<file path="src/rtl/axis_cfg_scheduler.sv">
// -----------------------------------------------------------------------------
// axis_cfg_scheduler
//
// Purpose:
//   Watches CHANNELS configuration words. Each changed word is marked
//   pending, and pending channels are sent one at a time on a single
//   AXI4-Stream master. Each beat carries {channel index, data}. Channels
//   are picked round-robin. A channel that already has an unsent update
//   only ever sends its latest value.
//
// Ports:
//   aclk           clock
//   aresetn        synchronous, active-low reset
//   cfg_data       packed config words, channel i at [i*DATA_WIDTH +: DATA_WIDTH]
//   cfg_mask       1 = channel may be granted, 0 = updates are held pending
//   m_axis_tready  downstream ready
//   m_axis_tdata   {zeros, index[7:0], data[DATA_WIDTH-1:0]}
//   m_axis_tvalid  beat valid
//   m_axis_tlast   (only with AXIS_CFG_SCHEDULER_TLAST_EN) marks the last
//                  eligible channel at grant time
//   sts_pending    registered pending flags
//
// Build option:
//   AXIS_CFG_SCHEDULER_TLAST_EN adds the m_axis_tlast output port.
// -----------------------------------------------------------------------------
module axis_cfg_scheduler #(
  parameter int AXIS_TDATA_WIDTH = 32,
  parameter int DATA_WIDTH       = 24,
  parameter int CHANNELS         = 4,
  parameter int INDEX_WIDTH      = 2
) (
  input  logic                           aclk,
  input  logic                           aresetn,
  input  logic [CHANNELS*DATA_WIDTH-1:0] cfg_data,
  input  logic [CHANNELS-1:0]            cfg_mask,
  input  logic                           m_axis_tready,
  output logic [AXIS_TDATA_WIDTH-1:0]    m_axis_tdata,
  output logic                           m_axis_tvalid,
`ifdef AXIS_CFG_SCHEDULER_TLAST_EN
  output logic                           m_axis_tlast,
`endif
  output logic [CHANNELS-1:0]            sts_pending
);

  typedef enum logic {
    IDLE  = 1'b0,
    VALID = 1'b1
  } state_e;

  localparam logic [INDEX_WIDTH:0]   NUM_CH  = (INDEX_WIDTH+1)'(CHANNELS);
  localparam logic [INDEX_WIDTH-1:0] LAST_CH = INDEX_WIDTH'(CHANNELS - 1);

  state_e                          state_q, state_d;
  logic [CHANNELS*DATA_WIDTH-1:0]  shadow_q;
  logic [CHANNELS-1:0]             pending_q, pending_d;
  logic [INDEX_WIDTH-1:0]          rr_ptr_q, rr_ptr_d;
  logic [AXIS_TDATA_WIDTH-1:0]     tdata_q, tdata_d;

  logic [CHANNELS-1:0]             change;
  logic [CHANNELS-1:0]             eligible;
  logic [CHANNELS-1:0]             grant;
  logic                            grant_found;
  logic [INDEX_WIDTH-1:0]          grant_idx;
  logic [INDEX_WIDTH:0]            cand_sum;
  logic                            out_free;
  logic                            load;

`ifdef AXIS_CFG_SCHEDULER_TLAST_EN
  logic                            tlast_q, tlast_d;
`endif

  // A change is any difference between the live word and last cycle's copy.
  always_comb begin
    change = '0;
    for (int i = 0; i < CHANNELS; i++) begin
      change[i] = (cfg_data[i*DATA_WIDTH +: DATA_WIDTH] != shadow_q[i*DATA_WIDTH +: DATA_WIDTH]);
    end
  end

  // Only registered pending flags compete. A change seen in the same cycle
  // has to wait one cycle before it can be granted.
  assign eligible = pending_q & cfg_mask;
  assign out_free = (state_q == IDLE) | m_axis_tready;

  // Round-robin search upward from rr_ptr_q, wrapping at CHANNELS.
  always_comb begin
    grant_found = 1'b0;
    grant_idx   = '0;
    cand_sum    = '0;
    for (int off = 0; off < CHANNELS; off++) begin
      cand_sum = {1'b0, rr_ptr_q} + (INDEX_WIDTH+1)'(off);
      if (cand_sum >= NUM_CH) begin
        cand_sum = cand_sum - NUM_CH;
      end
      if (!grant_found && eligible[cand_sum[INDEX_WIDTH-1:0]]) begin
        grant_found = 1'b1;
        grant_idx   = cand_sum[INDEX_WIDTH-1:0];
      end
    end
  end

  // Control FSM. The output register loads whenever it is free and some
  // channel is eligible. Otherwise it holds, so data stays stable under
  // backpressure.
  always_comb begin
    state_d  = state_q;
    tdata_d  = tdata_q;
    rr_ptr_d = rr_ptr_q;
    grant    = '0;
    load     = 1'b0;
`ifdef AXIS_CFG_SCHEDULER_TLAST_EN
    tlast_d  = tlast_q;
`endif

    case (state_q)
      IDLE: begin
        if (grant_found) begin
          load    = 1'b1;
          state_d = VALID;
        end
      end
      VALID: begin
        if (m_axis_tready) begin
          if (grant_found) begin
            load    = 1'b1;
            state_d = VALID;
          end else begin
            state_d = IDLE;
          end
        end
      end
      default: state_d = IDLE;
    endcase

    if (load && out_free) begin
      grant[grant_idx]            = 1'b1;
      tdata_d                     = '0;
      tdata_d[DATA_WIDTH-1:0]     = shadow_q[grant_idx*DATA_WIDTH +: DATA_WIDTH];
      tdata_d[DATA_WIDTH +: 8]    = 8'(grant_idx);
      rr_ptr_d                    = (grant_idx == LAST_CH) ? '0 : grant_idx + 1'b1;
`ifdef AXIS_CFG_SCHEDULER_TLAST_EN
      tlast_d                     = $onehot(eligible);
`endif
    end
  end

  // A change on the same cycle as this channel's grant re-arms it, so the
  // newer value is sent later and no update is lost.
  assign pending_d = (pending_q & ~grant) | change;

  always_ff @(posedge aclk) begin
    if (!aresetn) begin
      state_q  <= IDLE;
      shadow_q <= '0;
      pending_q <= '0;
      rr_ptr_q <= '0;
      tdata_q  <= '0;
`ifdef AXIS_CFG_SCHEDULER_TLAST_EN
      tlast_q  <= 1'b0;
`endif
    end else begin
      state_q  <= state_d;
      shadow_q <= cfg_data;
      pending_q <= pending_d;
      rr_ptr_q <= rr_ptr_d;
      tdata_q  <= tdata_d;
`ifdef AXIS_CFG_SCHEDULER_TLAST_EN
      tlast_q  <= tlast_d;
`endif
    end
  end

  assign m_axis_tvalid = (state_q == VALID);
  assign m_axis_tdata  = tdata_q;
  assign sts_pending   = pending_q;
`ifdef AXIS_CFG_SCHEDULER_TLAST_EN
  assign m_axis_tlast  = tlast_q;
`endif

endmodule

</file>
<file path="config.mk">
export PLATFORM = sky130hd
export DESIGN_NAME = axis_cfg_scheduler
export DESIGN_NICKNAME = d
export VERILOG_FILES = /design/src/rtl/axis_cfg_scheduler.sv
export SDC_FILE = /design/constraint.sdc
export NUM_CORES = 1
export LEC_CHECK = 0
export ABC_CLOCK_PERIOD_IN_PS = 5470
export CAP_MARGIN = 10
export CORE_MARGIN = 2
export CORE_UTILIZATION = 50
export CTS_CLUSTER_SIZE = 25
export DETAILED_ROUTE_END_ITERATION = 16
export DONT_BUFFER_PORTS = 1
export SLEW_MARGIN = 0
export SYNTH_ARGS = -nofsm -noshare
export SYNTH_HDL_FRONTEND = slang
export SYNTH_SLANG_ARGS = --single-unit
</file>
<file path="constraint.sdc">
create_clock -name aclk -period 5.47 [get_ports aclk]
set_input_delay 1.3675 -clock aclk [delete_from_list [all_inputs] [get_ports aclk]]
set_output_delay 1.3675 -clock aclk [all_outputs]
set_load 0.05 [all_outputs]
</file>
=== Word-level counts from Yosys, hierarchy flattened ===
Index checks and enable logic that the tools add are counted.

* Add/sub/neg operators: 8
* Multipliers: 1
* Order comparisons: 10
* Equality and inequality tests: 5
* Shift-type cells: 1
* Mux-type cells: 29
* Bitwise gates (word level): 6
* Reductions and logical operators: 8

{| class="wikitable"
|+ Operators by type and width
! operator !! number
|-
| 24-bit inequality test || 4
|-
| 96-bit by 8-bit variable part select with 24-bit output || 1
|-
| 2-bit two-way mux || 9
|-
| 2-bit by 3-bit less-than comparator with 1-bit output (second input constant) || 5
|-
| 1-bit two-way mux || 12
|-
| 3-bit greater-or-equal comparator (second input constant) || 3
|-
| 4-bit AND || 2
|-
| 1-bit binary-select mux with 2-bit select || 4
|-
| 2-bit by 1-bit subtractor with 2-bit output (second input constant) || 4
|-
| 2-bit by 2-bit adder with 3-bit output (second input constant) || 2
|-
| 1-bit logical AND || 5
|-
| 2-bit by 2-bit multiplier with 4-bit output (second input constant) || 1
|-
| 4-bit two-way mux || 1
|-
| 4-bit NOT || 1
|-
| 4-bit OR || 1
|-
| 1-bit one-hot mux with 2 select lines || 2
|-
| 2-bit by 1-bit adder with 3-bit output (second input constant) || 1
|-
| 2-bit by 3-bit greater-or-equal comparator with 1-bit output (second input constant) || 1
|-
| 1-bit logical NOT || 3
|-
| 2-bit by 1-bit adder with 2-bit output (second input constant) || 1
|-
| 1-bit demux with 2-bit select || 1
|-
| 2-bit equality test (second input constant) || 1
|-
| 2-bit by 1-bit greater-or-equal comparator with 1-bit output (second input constant) || 1
|-
| 1-bit NOT || 1
|-
| 1-bit OR || 1
|}

* Register bits: 129
* Bits of input ports: 103
* Output and inout bits: 37
* Word-level logic and storage cells: 73

=== Logic depth before layout (Yosys ltp) ===
Gate-level depths: netlist of the first run.

* Depth in word-level cells: 22
* Depth in mapped cells: 10
* Mapped depth without buffers: 9

=== Worst setup path before layout of the first run ===
No wires, ideal clock.

* Path kind: input -> register
* Start: input port cfg_mask[0]
* End: register pending_q[0], in the netlist sts_pending[0]
* Arrival: 2.796 ns
* Data required time: 5.342 ns
* Setup slack: 2.546 ns
* Stages on the path: 10
* Path buffers: 2
* Cell sequence: nand2_2 > a21o_1 > a32o_1 > buf_6 > buf_6 > inv_1 > ha_1 > nand2_1 > a2111oi_0 > nor2_1

* Cells in the longest elaborated chain, start to end: 21
* Elaborated cells on any way between the ends: 36
* Classes of those cells: order compare: 2; mux: 22; bitwise: 4; reduce/logical: 8

{| class="wikitable"
|+ Ends and longest elaborated chain
! element !! RTL line !! RTL
|-
| from (decl) || 35 || <nowiki>input logic [CHANNELS-1:0] cfg_mask,</nowiki>
|-
| 4-bit AND * || 82 || <nowiki>assign eligible = pending_q & cfg_mask;</nowiki>
|-
| 1-bit binary-select mux with 2-bit select || 95 || <nowiki>if (!grant_found && eligible[cand_sum[INDEX_WIDTH-1:0]]) begin</nowiki>
|-
| 1-bit two-way mux (not written as such) || 95 ||
|-
| 1-bit two-way mux || 95 ||
|-
| 1-bit logical NOT || 95 ||
|-
| 1-bit logical AND || 95 ||
|-
| 1-bit two-way mux || 95 ||
|-
| 1-bit logical NOT || 95 ||
|-
| [... 5 more ...] || -- ||
|-
| named net grant_idx[1] || 63 || <nowiki>logic [INDEX_WIDTH-1:0] grant_idx;</nowiki>
|-
| 2-bit by 3-bit less-than comparator with 1-bit output (not written as such) or 2-bit by 1-bit greater-or-equal comparator with 1-bit output (tied branches) || 136 || <nowiki>grant[grant_idx] = 1'b1;</nowiki>
|-
| 1-bit logical AND (not written as such) || 136 ||
|-
| 1-bit two-way mux (not written as such) || 136 ||
|-
| 1-bit demux with 2-bit select * || 136 ||
|-
| 4-bit two-way mux * || 135 || <nowiki>if (load && out_free) begin</nowiki>
|-
| 4-bit NOT * || 149 || <nowiki>assign pending_d = (pending_q & ~grant) | change;</nowiki>
|-
| 4-bit AND * || 149 ||
|-
| 4-bit OR * || 149 ||
|-
| to (signal assigned) || 164 || <nowiki>pending_q <= pending_d;</nowiki>
|-
| to (decl) || 55 || <nowiki>logic [CHANNELS-1:0] pending_q, pending_d;</nowiki>
|}

Mark *: on every way through the listed nets, which the timed path passes. The rest lies on a longest branch. The select of a mux whose other input is x is not followed.
A chain may end at the register's enable or synchronous reset.

=== Worst setup path after layout of the first run ===
* Start: input port cfg_mask[2]
* End: register tdata_q[7], in the netlist m_axis_tdata[7]

* Cells in the longest elaborated chain, start to end: 17
* Elaborated cells on any way between the ends: 29
* Classes of those cells: mul: 1; shift: 1; mux: 19; bitwise: 1; reduce/logical: 7

{| class="wikitable"
|+ Ends and longest elaborated chain
! element !! RTL line !! RTL
|-
| 4-bit AND * || 82 ||
|-
| branches (longest 16 deep; another with 1-bit binary-select mux with 2-bit select) || -- ||
|-
| to (signal assigned) || 166 || <nowiki>tdata_q <= tdata_d;</nowiki>
|-
| to (decl) || 57 || <nowiki>logic [AXIS_TDATA_WIDTH-1:0] tdata_q, tdata_d;</nowiki>
|}

Every way passes the cells marked *. The select of a mux whose other input is x is not followed.

==> reports/results.ini, run 1 <==
[timing]
period_minus_slack_ns=3.282
setup_ws_ns=2.188
fin_setup_tns_ns=0
setup_viol=0
holdWs_ns=0.5907
report.final.slew_viol_count=0
slew_headroom_pct=28.70
worstMarginPinSlew_ns=1.063
final.setup_skew_ns=0.007204
hold_viol_final=0
grt_setup_unrepaired=false
fmax_mhz=304.7
period_share_pct=60.00

[cts]
cts.sinks=129
cts_root_buf=clkbuf_8
hold_buffers=0
htreeDepth=4
path_clk_slew_ns=0.06
tritoncts=yes
clockBufferDepth=2
cts_buffers=17
post_cts_buffers=0
cts_resized=0
clock_latency_ns=0.51

[critical_path]
slowest_delay_ns=0.94
cp-start-kind=primary input
critPathBufInv=0
cp_cell_sequence=nand2_1 -> a41oi_2 -> nand2_1 -> nand4bb_1 -> o221ai_1
cp_common_cell=nand2_1
critical_path_peak_fanout=24
critPathCaptureType=register
critical_path.top_delay_family=simple AND/OR/NAND/NOR gates
critPathRequiredTime_ns=5.85
crit_arrival_ns=3.67
path_class=primary input to register
slowest_stage=nand4bb_1

[drt]
wirelength_um=13470
route.vias.total=3625
drt-pass1-iter-count=5
viasPerCell=5.347
routedWlPerCell_um=19.86
drtIter0Drc=232
ant_nets=0
drcViolationCount=0

[final_layout]
nets=632
seqCellArea_um2=2582
multiInputGateArea_um2=2750
diodes=0
num-fill-cells=951
drive_gt1_share_pct=6.506
syn_to_final_growth_pct=11.16
final_common_cell=dfxtp_1
final_cell_mix=129 x dfxtp_1, 96 x and2_1, 64 x xor2_1

[power]
swShare_pct=27.08
intPower_mw=1.856
clkPwrFrac_pct=45.2
power.density_nw_per_um2=414.5
share_comb_of_total_power_pct=10.1
peakVddDrop_v=0.0002695
p_leak_nw=2.453
switching_power_uw=689.5
p_seq_share_pct=44.7

[synthesis]
synth_top_flop_cell=dfxtp_1
synth_cell_types=34
async_flop_share_pct=0
yosys_warnings=0
synth_edf_count=0
avgSynthCellArea_um2=10.41
synth_seq_area_share_pct=46.74
syn_area_um2=5525
synthCells=531
synth-seq-cells=129

[placement]
io_buffers=0
place_ws_ns=1.699
routabilityCongestion=0.7749
dp_hpwl_um=9969

[hold_path]
min-delay-path-class=register to register

[grt]
use_met2_pct=38.46
antenna_found_initial=0
grt.busiest_layer=met2
grt_max_degree=100
first_global_vias=3801
grt_remaining_overflow=0
track_usage_pct=23.09
grtUsageMet3_pct=9.683
grtUsageMet1_pct=27.38
grt_pass1_wl_um=19880

[floorplanning]
rows=38
core_area_um2=10790
die_h_um=109.1
die_w_um=109.1
top_level_ports=140
initial_utilization_pct=51.19
dieArea_um2=11910

[job]
drv_cap=0

[status]
status=finished, final reports clean

sequential cells by signal, indices dropped and copies added, names as in the netlist:
name,flops
m_axis_tdata,26
shadow_q,96
m_axis_tvalid,1
sts_pending,4
rr_ptr_q,2
path summary, 6_finish.rpt:
| kind | endpoint | start | slack, ns | cells after the start |
|---|---|---|---|---|
| min reg2reg | rr_ptr_q[1]$_SDFFE_PN0P_ | rr_ptr_q[1]$_SDFFE_PN0P_ | 0.59 | 2 |
| max reg2reg | m_axis_tdata[7]$_SDFFE_PN0P_ | sts_pending[2]$_SDFF_PN0_ | 2.22 | 5 |
| max | m_axis_tdata[7]$_SDFFE_PN0P_ | cfg_mask[2] | 2.19 | 5 |
| min | rr_ptr_q[1]$_SDFFE_PN0P_ | rr_ptr_q[1]$_SDFFE_PN0P_ | 0.59 | 2 |
cell families (layout without fill, tap and decap cells):
kind of cell	Yosys count	after routing	share of synthesized area, %
flops	129	129	46.74
fa+ha+maj	4	4	0.9058
mux	49	49	8.877
compound gates	40	40	6.091
other cells	1	6	0.06787
buf+inv	35	37	4.031
simple gates	177	177	18.07
xor+xnor	96	96	15.22
metrics by stage:
stage	power (mW)	cell area, µm²	utilization [%]	std cells
after floorplan	1.368	5544	-	536
after detailed placement	1.416	5530	51.24	646
after global routing	2.636	6142	56.91	678
after global placement	1.408	5530	51.24	646
after CTS	2.563	6142	56.91	678
final	2.546	6142	56.91	678
routing by layer:
metal / routed length, µm / part of all wire, %
met1: 5650 / 42
met2: 6507 / 48
met3: 1191 / 8.8
met4: 117 / 0.87
met5: 0 / 0
worst min-delay path, stage by stage, from the launching register on:
cell	delay, ns
dfxtp_1	0.35
mux2i_1	0.14
nor2_1	0.06
Yosys cell counts (all sizes together), types with 3 or more instances:
cell     number  area share [%]
a2111oi       4            0.63
a21oi         3            0.27
and2         96              11
buf          18             2.9
clkbuf       13            0.91
dfxtp       129              47
ha            4            0.91
inv           3            0.20
mux2i        49             8.9
nand2        35             2.4
nand4        15             1.7
nor2         11            0.75
nor4         16             1.8
o21ai         3            0.27
o221ai       24             3.8
xnor2        32             5.1
xor2         64              10
area by class of cell:
class	instances	area share (%)
clock buffers	21	7.476
repair buffers	1	0.1222
inverters	4	0.2444
flip-flops and latches	129	42.05
clock inverters	11	2.485
well taps	140	2.852
multi-input cells	372	44.77
power groups by stage:
stage               clock network (mW)  registers (mW)  logic (mW)
finish                            1.15            1.14       0.258
CTS                               1.17            1.14       0.260
global placement                     0            1.16       0.252
global route                      1.21            1.14       0.282
floorplan                            0            1.14       0.229
detailed placement                   0            1.16       0.259
Note: power is estimated with default switching activity, not from simulation.
==> inputs of run 2 (changes only) <==
- ABC_CLOCK_PERIOD_IN_PS: 5470 -> 3300
- clock period: 5.47 -> 3.3 ns (I/O delays scaled with it)
==> reports/results.ini, run 2 (synthesized netlist as in run 1, its figures left out) <==
[power]
finalPower_mw=4.259  ; +67%
peakVddDrop_v=0.0005020  ; +86%
p_leak_nw=2.479  ; +1.0%
power.density_nw_per_um2=688.1  ; +66%

[final_layout]
final_area_um2=6190  ; +0.77%
final_cell_mix=129 x dfxtp_1, 96 x and2_1, 64 x xor2_1
largest_register_ffs=96  ; unchanged
final_cells=683  ; +0.74%
max_flop_register=shadow_q
drive_gt1_share_pct=6.998  ; +0.49 points
diodes=0  ; unchanged
utilization_pct=57.35  ; +0.44 points
nets=637  ; +0.79%
final_common_cell=dfxtp_1
num-fill-cells=953  ; +0.21%
syn_to_final_growth_pct=12.02

[floorplanning]
initial_utilization_pct=51.19  ; unchanged
core_area_um2=10790  ; unchanged
dieArea_um2=11910  ; unchanged
top_level_ports=140  ; unchanged
die_w_um=109.1  ; unchanged
die_h_um=109.1  ; unchanged
rows=38  ; unchanged

[critical_path]
slowest_stage=dfxtp_1
critPathCaptureType=register
cp-start-kind=register
critPathRequiredTime_ns=3.70  ; -2.15 ns
cp_cell_sequence=nand2_2 -> a21o_1 -> a32o_4 -> inv_1 -> ha_1 -> nand2_1 -> a2111oi_0 -> nor2_1
path_class=register to register
crit_arrival_ns=2.98  ; -0.69 ns
critical_path_peak_fanout=26  ; +8.3%
slowest_delay_ns=0.67  ; -0.27 ns

[hold_path]
min-delay-path-class=primary input to register

[cts]
clockBufferDepth=2  ; unchanged
cts_resized=0  ; unchanged
cts_root_buf=clkbuf_8
htreeDepth=4  ; unchanged
clock_latency_ns=0.53  ; +0.02 ns
path_clk_slew_ns=0.06  ; about the same
tritoncts=yes
hold_buffers=0  ; unchanged
post_cts_buffers=0  ; unchanged
cts_buffers=17  ; unchanged
cts.sinks=129  ; unchanged

[drt]
viasPerCell=5.341  ; -0.10%
drt-pass1-iter-count=4  ; -1
routedWlPerCell_um=20.08  ; +1.1%
drcViolationCount=0  ; unchanged
drtIter0Drc=205  ; -12%
ant_nets=0  ; unchanged
route.vias.total=3648  ; +0.63%
wirelength_um=13720  ; +1.8%

[timing]
setup_viol=0  ; unchanged
hold_viol_final=0  ; unchanged
grt_setup_unrepaired=false
fmax_mhz=388.7
final.setup_skew_ns=0.007602  ; +0.0003982 ns
holdWs_ns=0.4131  ; -0.1776 ns
worstMarginPinSlew_ns=0.6070  ; -0.4564 ns
report.final.slew_viol_count=0  ; unchanged
period_minus_slack_ns=2.573
fin_setup_tns_ns=0  ; unchanged
setup_ws_ns=0.7273  ; -1.461 ns
slew_headroom_pct=59.48  ; +31 points
period_share_pct=77.96

[grt]
first_global_vias=3832  ; +0.82%
grt_pass1_wl_um=20690  ; +4.1%
grt_remaining_overflow=0  ; unchanged
grt_max_degree=100  ; unchanged
antenna_found_initial=0  ; unchanged
track_usage_pct=24.23  ; +1.1 points

[job]
drv_cap=0  ; unchanged

[placement]
dp_hpwl_um=10180  ; +2.1%
io_buffers=0  ; unchanged
place_ws_ns=0.6265  ; -1.072 ns
dp_cells=651  ; +0.77%
placed_area_um2=5580  ; +0.91%
routabilityCongestion=0.7955  ; +2.7%

[status]
status=finished, final reports clean

==> run 2: cell types whose count changed in the layout (fill, tap and decap cells not counted) <==
cell / previous run / this run
clkinv_4: 2 / 4
buf_12: 0 / 1
bufinv_16: 3 / 4
clkbuf_1: 1 / 3
buf_4: 1 / 5
inv_6: 2 / 1
clkbuf_8: 4 / 1
clkinvlp_4: 3 / 2
==> run 2: layer usage <==
layer / track usage (%) / up-vias / routed length [µm]
met2: 38.78 / 115 / 6440
met5: 0 / - / 0
li1: - / 1796 / -
met4: 8.333 / 0 / 207
met3: 9.863 / 22 / 1259
met1: 29.47 / 1715 / 5809
==> run 2: layout make-up <==
cell class	count	area, µm²	area share [%]
multi-input cells	372	2750	44.43
flip-flops and latches	129	2582	41.72
clock buffers	20	425.4	6.873
clock inverters	12	183.9	2.971
well taps	140	175.2	2.830
repair buffers	6	57.56	0.9299
inverters	4	15.01	0.2426
==> run 2: worst max-delay path, delay by kind of cell, from the launching register on <==
| kind | cells | cell delay, ns |
|---|---|---|
| AOI/OAI and AO/OA | 3 | 1.09 |
| DFF | 1 | 0.67 |
| and+or+nand+nor | 3 | 0.32 |
| adders and majority gates | 1 | 0.20 |
| buffers and inverters | 1 | 0.17 |
==> run 2: power breakdown <==
part / internal (mW) / total, mW / switching [mW]
Sequential: 1.67 / 1.88 / 0.216
Clock: 1.23 / 1.94 / 0.706
Combinational: 0.204 / 0.440 / 0.236
==> run 2: worst paths after layout <==
| kind | start | end | slack (ns) | depth (start not counted) |
|---|---|---|---|---|
| max | sts_pending[0]$_SDFF_PN0_ | sts_pending[0]$_SDFF_PN0_ | 0.73 | 8 |
| max reg2reg | sts_pending[0]$_SDFF_PN0_ | sts_pending[0]$_SDFF_PN0_ | 0.73 | 8 |
| min | cfg_data[84] | shadow_q[84]$_SDFF_PN0_ | 0.41 | 1 |
| min reg2reg | rr_ptr_q[1]$_SDFFE_PN0P_ | rr_ptr_q[1]$_SDFFE_PN0P_ | 0.59 | 2 |
